## src/rtl/seqmult_rr_sched.sv

```systemverilog
// Round-robin scheduler that shares one sequential signed-by-unsigned multiplier
// among NREQ requesters and returns each product with a per-requester done pulse.
module seqmult_rr_sched #(
    parameter int NREQ = 4,
    parameter int M    = 18,
    parameter int N    = 5
) (
    input  logic              clock,
    input  logic              reset,
    input  logic [NREQ-1:0]   req,
    input  logic [NREQ*M-1:0] req_A,
    input  logic [NREQ*N-1:0] req_B,
    output logic [NREQ-1:0]   ack,
    output logic [NREQ-1:0]   done,
    output logic [M+N-1:0]    result,
    output logic              busy,
    output logic              mult_start,
    output logic [M-1:0]      mult_A,
    output logic [N-1:0]      mult_B,
    input  logic              mult_ready,
    input  logic [M+N-1:0]    mult_R
);

    localparam int IW = (NREQ > 1) ? $clog2(NREQ) : 1;

    typedef enum logic [1:0] {
        IDLE,
        WAIT_LOW,
        WAIT_DONE
    } state_e;

    state_e            state_q, state_d;
    logic [IW-1:0]     last_q, last_d;
    logic [NREQ-1:0]   ack_q, ack_d;
    logic [NREQ-1:0]   done_q, done_d;
    logic              start_q, start_d;
    logic              busy_q, busy_d;
    logic [M-1:0]      a_q, a_d;
    logic [N-1:0]      b_q, b_d;
    logic [M+N-1:0]    res_q, res_d;

    logic              grant_valid;
    logic [IW-1:0]     grant_idx;
    logic [IW:0]       cand;
    logic [M-1:0]      sel_a;
    logic [N-1:0]      sel_b;

    // Search starts just after the last winner and wraps, so the most recent
    // winner always has the lowest priority on the next decision.
    always_comb begin
        grant_valid = 1'b0;
        grant_idx   = '0;
        cand        = '0;
        for (int k = 1; k <= NREQ; k++) begin
            cand = {1'b0, last_q} + (IW+1)'(k);
            if (cand >= (IW+1)'(NREQ)) begin
                cand = cand - (IW+1)'(NREQ);
            end
            if (!grant_valid && req[cand[IW-1:0]]) begin
                grant_valid = 1'b1;
                grant_idx   = cand[IW-1:0];
            end
        end
    end

    always_comb begin
        sel_a = '0;
        sel_b = '0;
        for (int i = 0; i < NREQ; i++) begin
            if (grant_idx == IW'(i)) begin
                sel_a = req_A[i*M +: M];
                sel_b = req_B[i*N +: N];
            end
        end
    end

    always_comb begin
        state_d = state_q;
        last_d  = last_q;
        ack_d   = '0;
        done_d  = '0;
        start_d = 1'b0;
        a_d     = a_q;
        b_d     = b_q;
        res_d   = res_q;
        case (state_q)
            IDLE: begin
                if (mult_ready && grant_valid) begin
                    a_d              = sel_a;
                    b_d              = sel_b;
                    start_d          = 1'b1;
                    ack_d[grant_idx] = 1'b1;
                    last_d           = grant_idx;
                    state_d          = WAIT_LOW;
                end
            end
            WAIT_LOW: begin
                if (!mult_ready) begin
                    state_d = WAIT_DONE;
                end
            end
            WAIT_DONE: begin
                // last_q still names the requester that owns this operation.
                if (mult_ready) begin
                    res_d          = mult_R;
                    done_d[last_q] = 1'b1;
                    state_d        = IDLE;
                end
            end
            default: state_d = IDLE;
        endcase
        busy_d = (state_d != IDLE);
    end

    always_ff @(posedge clock or negedge reset) begin
        if (!reset) begin
            state_q <= IDLE;
            last_q  <= IW'(NREQ-1);
            ack_q   <= '0;
            done_q  <= '0;
            start_q <= 1'b0;
            busy_q  <= 1'b0;
            a_q     <= '0;
            b_q     <= '0;
            res_q   <= '0;
        end else begin
            state_q <= state_d;
            last_q  <= last_d;
            ack_q   <= ack_d;
            done_q  <= done_d;
            start_q <= start_d;
            busy_q  <= busy_d;
            a_q     <= a_d;
            b_q     <= b_d;
            res_q   <= res_d;
        end
    end

    assign ack        = ack_q;
    assign done       = done_q;
    assign result     = res_q;
    assign busy       = busy_q;
    assign mult_start = start_q;
    assign mult_A     = a_q;
    assign mult_B     = b_q;

endmodule
```

## config.mk

```make
export PLATFORM = sky130hd
export DESIGN_NAME = seqmult_rr_sched
export DESIGN_NICKNAME = d
export VERILOG_FILES = /design/src/rtl/seqmult_rr_sched.sv
export SDC_FILE = /design/constraint.sdc
export NUM_CORES = 1
export LEC_CHECK = 0
export CAP_MARGIN = 5
export CORE_MARGIN = 2
export CORE_UTILIZATION = 42
export CTS_CLUSTER_DIAMETER = 40
export DETAILED_ROUTE_END_ITERATION = 6
export PLACE_DENSITY = 0.86
export SYNTH_ARGS = -nofsm -noshare
export SYNTH_HDL_FRONTEND = slang
export SYNTH_SLANG_ARGS = --single-unit
export TNS_END_PERCENT = 50
```

## constraint.sdc

```tcl
create_clock -name clock -period 4.44 [get_ports clock]
set_input_delay 0.888 -clock clock [delete_from_list [all_inputs] [get_ports clock]]
set_output_delay 0.888 -clock clock [all_outputs]
set_load 0.02 [all_outputs]
```

== Yosys cells after proc, flatten, opt, wreduce, memory -nomap -nowiden ==
Cells that the tools add are included.

* Flip-flop bits (word level): 60
* Input bits: 122
* Logic and storage cells: 90

* $add $sub $neg: 8
* Magnitude comparators: 12
* Equal/unequal tests: 5
* Muxes and demuxes: 42
* Reduce and logical (&&, ||, !) cells: 14

{| class="wikitable"
|+ Operators with widths
! kind !! count
|-
| $mux W18 || 4
|-
| $mux W2 || 11
|-
| $mux W5 || 4
|-
| $lt A2 B3 Y1 const B || 6
|-
| $mux W4 || 4
|-
| $ge A3 B3 Y1 const B || 4
|-
| $mux W1 || 12
|-
| $bmux W1 S2 || 4
|-
| $sub A2 B1 Y2 const B || 4
|-
| $add A2 B2 Y3 const B || 2
|-
| $eq A2 B2 Y1 const B || 3
|-
| $logic_and A1 B1 Y1 || 6
|-
| $pmux W2 S3 || 1
|-
| $demux W1 S2 || 2
|-
| $eq A2 B1 Y1 const B || 2
|-
| $ge A2 B1 Y1 const B || 2
|-
| $logic_not A2 Y1 || 2
|-
| $reduce_and A2 Y1 || 2
|-
| $add A2 B1 Y3 const B || 1
|-
| $add A2 B3 Y3 const B || 1
|-
| $logic_not A1 Y1 || 3
|-
| $reduce_bool A2 Y1 || 1
|}

== Longest topological paths before layout ==
* Depth in word-level cells: 21
* Depth in mapped cells: 11
* Mapped depth without buffers: 8

== Least setup slack after synthesis ==
No wires, ideal clock.

* Path type: in2reg
* From: in req[3]
* To: reg a_q[10], in the netlist mult_A[10]
* Library setup time: 0.132 ns
* Arrival: 2.481 ns
* Data required time: 4.308 ns
* Path slack: 1.828 ns
* Stages on the path: 7
* Cells stage by stage: buf_2 -> mux4_2 -> o21ba_1 -> o21ai_4 -> buf_4 -> mux2i_1 -> o221ai_2

* Cells in the longest elaborated chain, start to end: 17

{| class="wikitable"
|+ Ends and longest elaborated chain
! element !! line !! text
|-
| from (decl) || 10 || <nowiki>input logic [NREQ-1:0] req,</nowiki>
|-
| $bmux W1 S2 || 59 || <nowiki>if (!grant_valid && req[cand[IW-1:0]]) begin</nowiki>
|-
| $mux W1 (not written as such) || 59 ||
|-
| $mux W1 || 59 ||
|-
| $logic_not A1 Y1 || 59 ||
|-
| $logic_and A1 B1 Y1 || 59 ||
|-
| $mux W1 || 59 ||
|-
| $logic_not A1 Y1 || 59 ||
|-
| $logic_and A1 B1 Y1 || 59 ||
|-
| $mux W1 || 59 ||
|-
| $logic_not A1 Y1 || 59 ||
|-
| $logic_and A1 B1 Y1 || 59 ||
|-
| $mux W2 || 59 ||
|-
| $logic_not A2 Y1 || 70 || <nowiki>if (grant_idx == IW'(i)) begin</nowiki>
|-
| $mux W18 (4 in series) || 70 ||
|-
| to (signal assigned) || 123 || <nowiki>a_q <= '0;</nowiki>
|-
| to (signal assigned) || 133 || <nowiki>a_q <= a_d;</nowiki>
|-
| to (decl) || 38 || <nowiki>logic [M-1:0] a_q, a_d;</nowiki>
|}

Several ways; a longest one is shown, not always the timed one. The select of a mux whose other input is x is not followed.
A chain may end at the register's enable or synchronous reset.

== Worst setup path in the final report ==
* From: reg last_q[0]
* To: reg a_q[5], in the netlist mult_A[5]

* Cells in the longest elaborated chain, start to end: 20

{| class="wikitable"
|+ Ends and longest elaborated chain
! element !! line !! text
|-
| from (decl) || 33 || <nowiki>logic [IW-1:0] last_q, last_d;</nowiki>
|-
| from (signal assigned) || 118 || <nowiki>last_q <= IW'(NREQ-1);</nowiki>
|-
| from (signal assigned) || 128 || <nowiki>last_q <= last_d;</nowiki>
|-
| $add A2 B1 Y3 || 55 || <nowiki>cand = {1'b0, last_q} + (IW+1)'(k);</nowiki>
|-
| $ge A3 B3 Y1 / $sub A2 B1 Y2 (equally long branches) || 56, 57 ||
|-
| $mux W2 || 56 || <nowiki>if (cand >= (IW+1)'(NREQ)) begin</nowiki>
|-
| $bmux W1 S2 || 59 ||
|-
| $mux W1 (not written as such) || 59 ||
|-
| $mux W1 || 59 ||
|-
| $logic_not A1 Y1 || 59 ||
|-
| $logic_and A1 B1 Y1 || 59 ||
|-
| $mux W1 || 59 ||
|-
| $logic_not A1 Y1 || 59 ||
|-
| $logic_and A1 B1 Y1 || 59 ||
|-
| $mux W1 || 59 ||
|-
| $logic_not A1 Y1 || 59 ||
|-
| $logic_and A1 B1 Y1 || 59 ||
|-
| $mux W2 || 59 ||
|-
| $logic_not A2 Y1 || 70 ||
|-
| $mux W18 (4 in series) || 70 ||
|}

Several ways; a longest one is shown, not always the timed one. The select of a mux whose other input is x is not followed.

==> flow_summary.ini <==
[worst_setup_path]
path_class = flip-flop to flip-flop
arrival_ps = 3410
ff2ff_path_depth = 8
start_kind = flip-flop
r2r_end = mult_A[5]$_DFFE_PN0P_
startpoint = last_q[0]$_DFFE_PN1P_
cp.required_ps = 4670
critPathMaxFanout = 23
worstSetupEndpoint = mult_A[5]$_DFFE_PN0P_
endpoint_kind = flip-flop
r2r_slack_ps = 1250
r2r_start = last_q[0]$_DFFE_PN1P_

[flow_run]
drv_cap = 0

[die]
num_rows = 32
core-area_mm2 = 0.00761
io_pins = 178
dieArea_mm2 = 0.00843
start_util_pct = 42.6
die-width_um = 91.8
dieHeight_um = 91.8

[route]
met3_length_um = 640
top_layer_used = met4
wl_met1_um = 3420
firstDrtPassIters = 4
vias_per_cell = 5.04
ant_nets = 0
drt_iter0_drc = 69
avgRoutedWirePerCell_um = 15.6
met2_length_um = 4340
wl_um = 8440
vias = 2724
drc_errors = 0

[global_routing]
grt_usage_pct = 20.2
grt_pass1_vias = 2864
grt_first_pass_wirelength_um = 13700
grt_max_degree = 61
antenna_found_initial = 0
grt.overflow.total = 0

[clock_network]
root_buffer = clkbuf_8
cts_resized = 0
post-cts-setup-buffer-count = 0
path_clk_slew_ps = 70
clk_latency_ps = 320
cts_sinks = 60
cts_hold_buf = 0
h-tree-depth = 3
cts.path.max_buffers = 2
cts_tree = done
cts_buffers = 9

[finish]
final_cell_mix = 176 x clkdlybuf4s50_1, 58 x dfrtp_1, 48 x mux2i_1, 24 x mux2_2, 24 x nand2_1
fillCellCount = 569
nNetsFinal = 559
drive_above_1_share_pct = 16.0
antennaDiodeCount = 0
area_growth_pct = 63.4
final_common_cell = clkdlybuf4s50_1

[timing]
period_share_pct = 71.8
hold_violations = 0
rsz0062_at_grt = false
worst_hold_slack_ps = 491
setup_viol = 0
slew_headroom_pct = 21.9
drv_slew = 0
min_period_ps = 3190
tightest_slew_ps = 1170
clock_skew_ps = 8.13
fin_setup_tns_ps = 0
timing.fmax_mhz = 314
layout_setup_ws_ps = 1250

[pwr]
ir_drop_mv = 0.473
powerDensity_mw_per_mm2 = 687
leakage_nw = 2.24
power_w = 0.00363

[synth]
synth_cells = 260
synth.avg_cell_area_um2 = 12.5
seq_area_frac_synth_pct = 46.4
synth_seq_cells = 60
synth_fp_nets = 386
synth_cell_types = 44
netlist_area_mm2 = 0.00324
synth-edff-count = 0
synthFlopType = dfrtp_1
async_flop_share_pct = 100
ys.warnings.count = 0

[min_path]
min_path_type = flip-flop to flip-flop

[placed_design]
dpl.hpwl_um = 6340
port_buffers = 177
gp_congestion = 0.851
pre_cts_ws_ps = 925

[status]
outcome = finished, final reports clean
## final cells by class
cell class                      instances  area, µm²  area share, %
Clock buffer                           12        155           2.93
Clock inverter                          4       95.1           1.80
Inverter                                9       33.8          0.639
Multi-Input combinational cell        172       1570           29.6
Sequential cell                        60       1500           28.4
Tap cell                              102        128           2.41
Timing Repair Buffer                  181       1810           34.2
## cells in the mapped netlist, drive strengths merged, types with 2 or more instances
| library cell | instances | share of area [%] |
|---|---|---|
| a21boi | 2 | 0.46 |
| and3 | 2 | 0.43 |
| inv | 9 | 1.0 |
| nand2 | 26 | 3.3 |
| nor2b | 2 | 0.39 |
| o21ai | 5 | 1.2 |
| dfstp | 2 | 1.6 |
| ha | 4 | 1.5 |
| nor3 | 3 | 0.46 |
| mux4 | 3 | 2.2 |
| clkbuf | 4 | 0.46 |
| mux2 | 26 | 9.2 |
| nor2 | 10 | 1.2 |
| buf | 15 | 3.7 |
| a21oi | 2 | 0.31 |
| dfrtp | 58 | 45 |
| mux2i | 48 | 15 |
| o221ai | 26 | 9.7 |
## state kept, by name, indices dropped and copies added, names as in the netlist
signal      cells
result         23
mult_A         18
mult_B          5
ack             4
done            4
last_q          2
state_q         2
busy            1
mult_start      1
## power breakdown
| group | internal (W) | total (W) | switching (W) |
|---|---|---|---|
| clock network | 0.000403 | 0.000602 | 0.000199 |
| registers | 0.000788 | 0.000934 | 0.000147 |
| logic | 0.00106 | 0.00210 | 0.00104 |
## per-layer routing
layer | vias up | track usage [%]
li1 | 1309 | -
met1 | 1289 | 24.6
met2 | 122 | 35.2
met3 | 4 | 5.92
met4 | 0 | 5.10
met5 | - | 0
## stage by stage
step | std cells | instance area [µm²] | util, %
6_report | 540 | 5290 | 69.5
5_1_grt | 540 | 5290 | 69.5
4_1_cts | 540 | 5290 | 69.5
3_5_place_dp | 524 | 5040 | 66.3
3_3_place_gp | 524 | 5040 | 66.3
2_1_floorplan | 260 | 3240 | -
## how the worst min path moves through the flow
stage / startpoint / end / slack [ps] / depth (start not counted)
2_1_floorplan: state_q[0]$_DFF_PN0_ / state_q[0]$_DFF_PN0_ / 530 / 2
3_3_place_gp: mult_A[5]$_DFFE_PN0P_ / mult_A[5]$_DFFE_PN0P_ / 470 / 2
3_5_place_dp: mult_B[0]$_DFFE_PN0P_ / mult_B[0]$_DFFE_PN0P_ / 470 / 2
4_1_cts: mult_B[3]$_DFFE_PN0P_ / mult_B[3]$_DFFE_PN0P_ / 500 / 2
5_1_grt: mult_A[9]$_DFFE_PN0P_ / mult_A[9]$_DFFE_PN0P_ / 520 / 2
6_report: mult_B[3]$_DFFE_PN0P_ / mult_B[3]$_DFFE_PN0P_ / 490 / 2
## worst max-delay path, cell delays in order, from the launching register on
cell	delay [ps]
dfstp_2	690
inv_1	180
ha_1	500
a21boi_0	140
o221ai_1	200
a21oi_1	120
o311ai_1	440
nand2_2	470
o221ai_1	350
## cells by family (layout without fill, tap and decap cells)
family	Yosys count	after routing	synth area share (%)
mux	77	77	26.2
flops	60	60	46.4
simple gates	49	49	6.96
compound gates	41	41	13.4
buf+inv	28	206	5.22
fa+ha+maj	4	4	1.55
xor+xnor	1	1	0.271
Note: power is estimated with default switching activity, not from simulation.
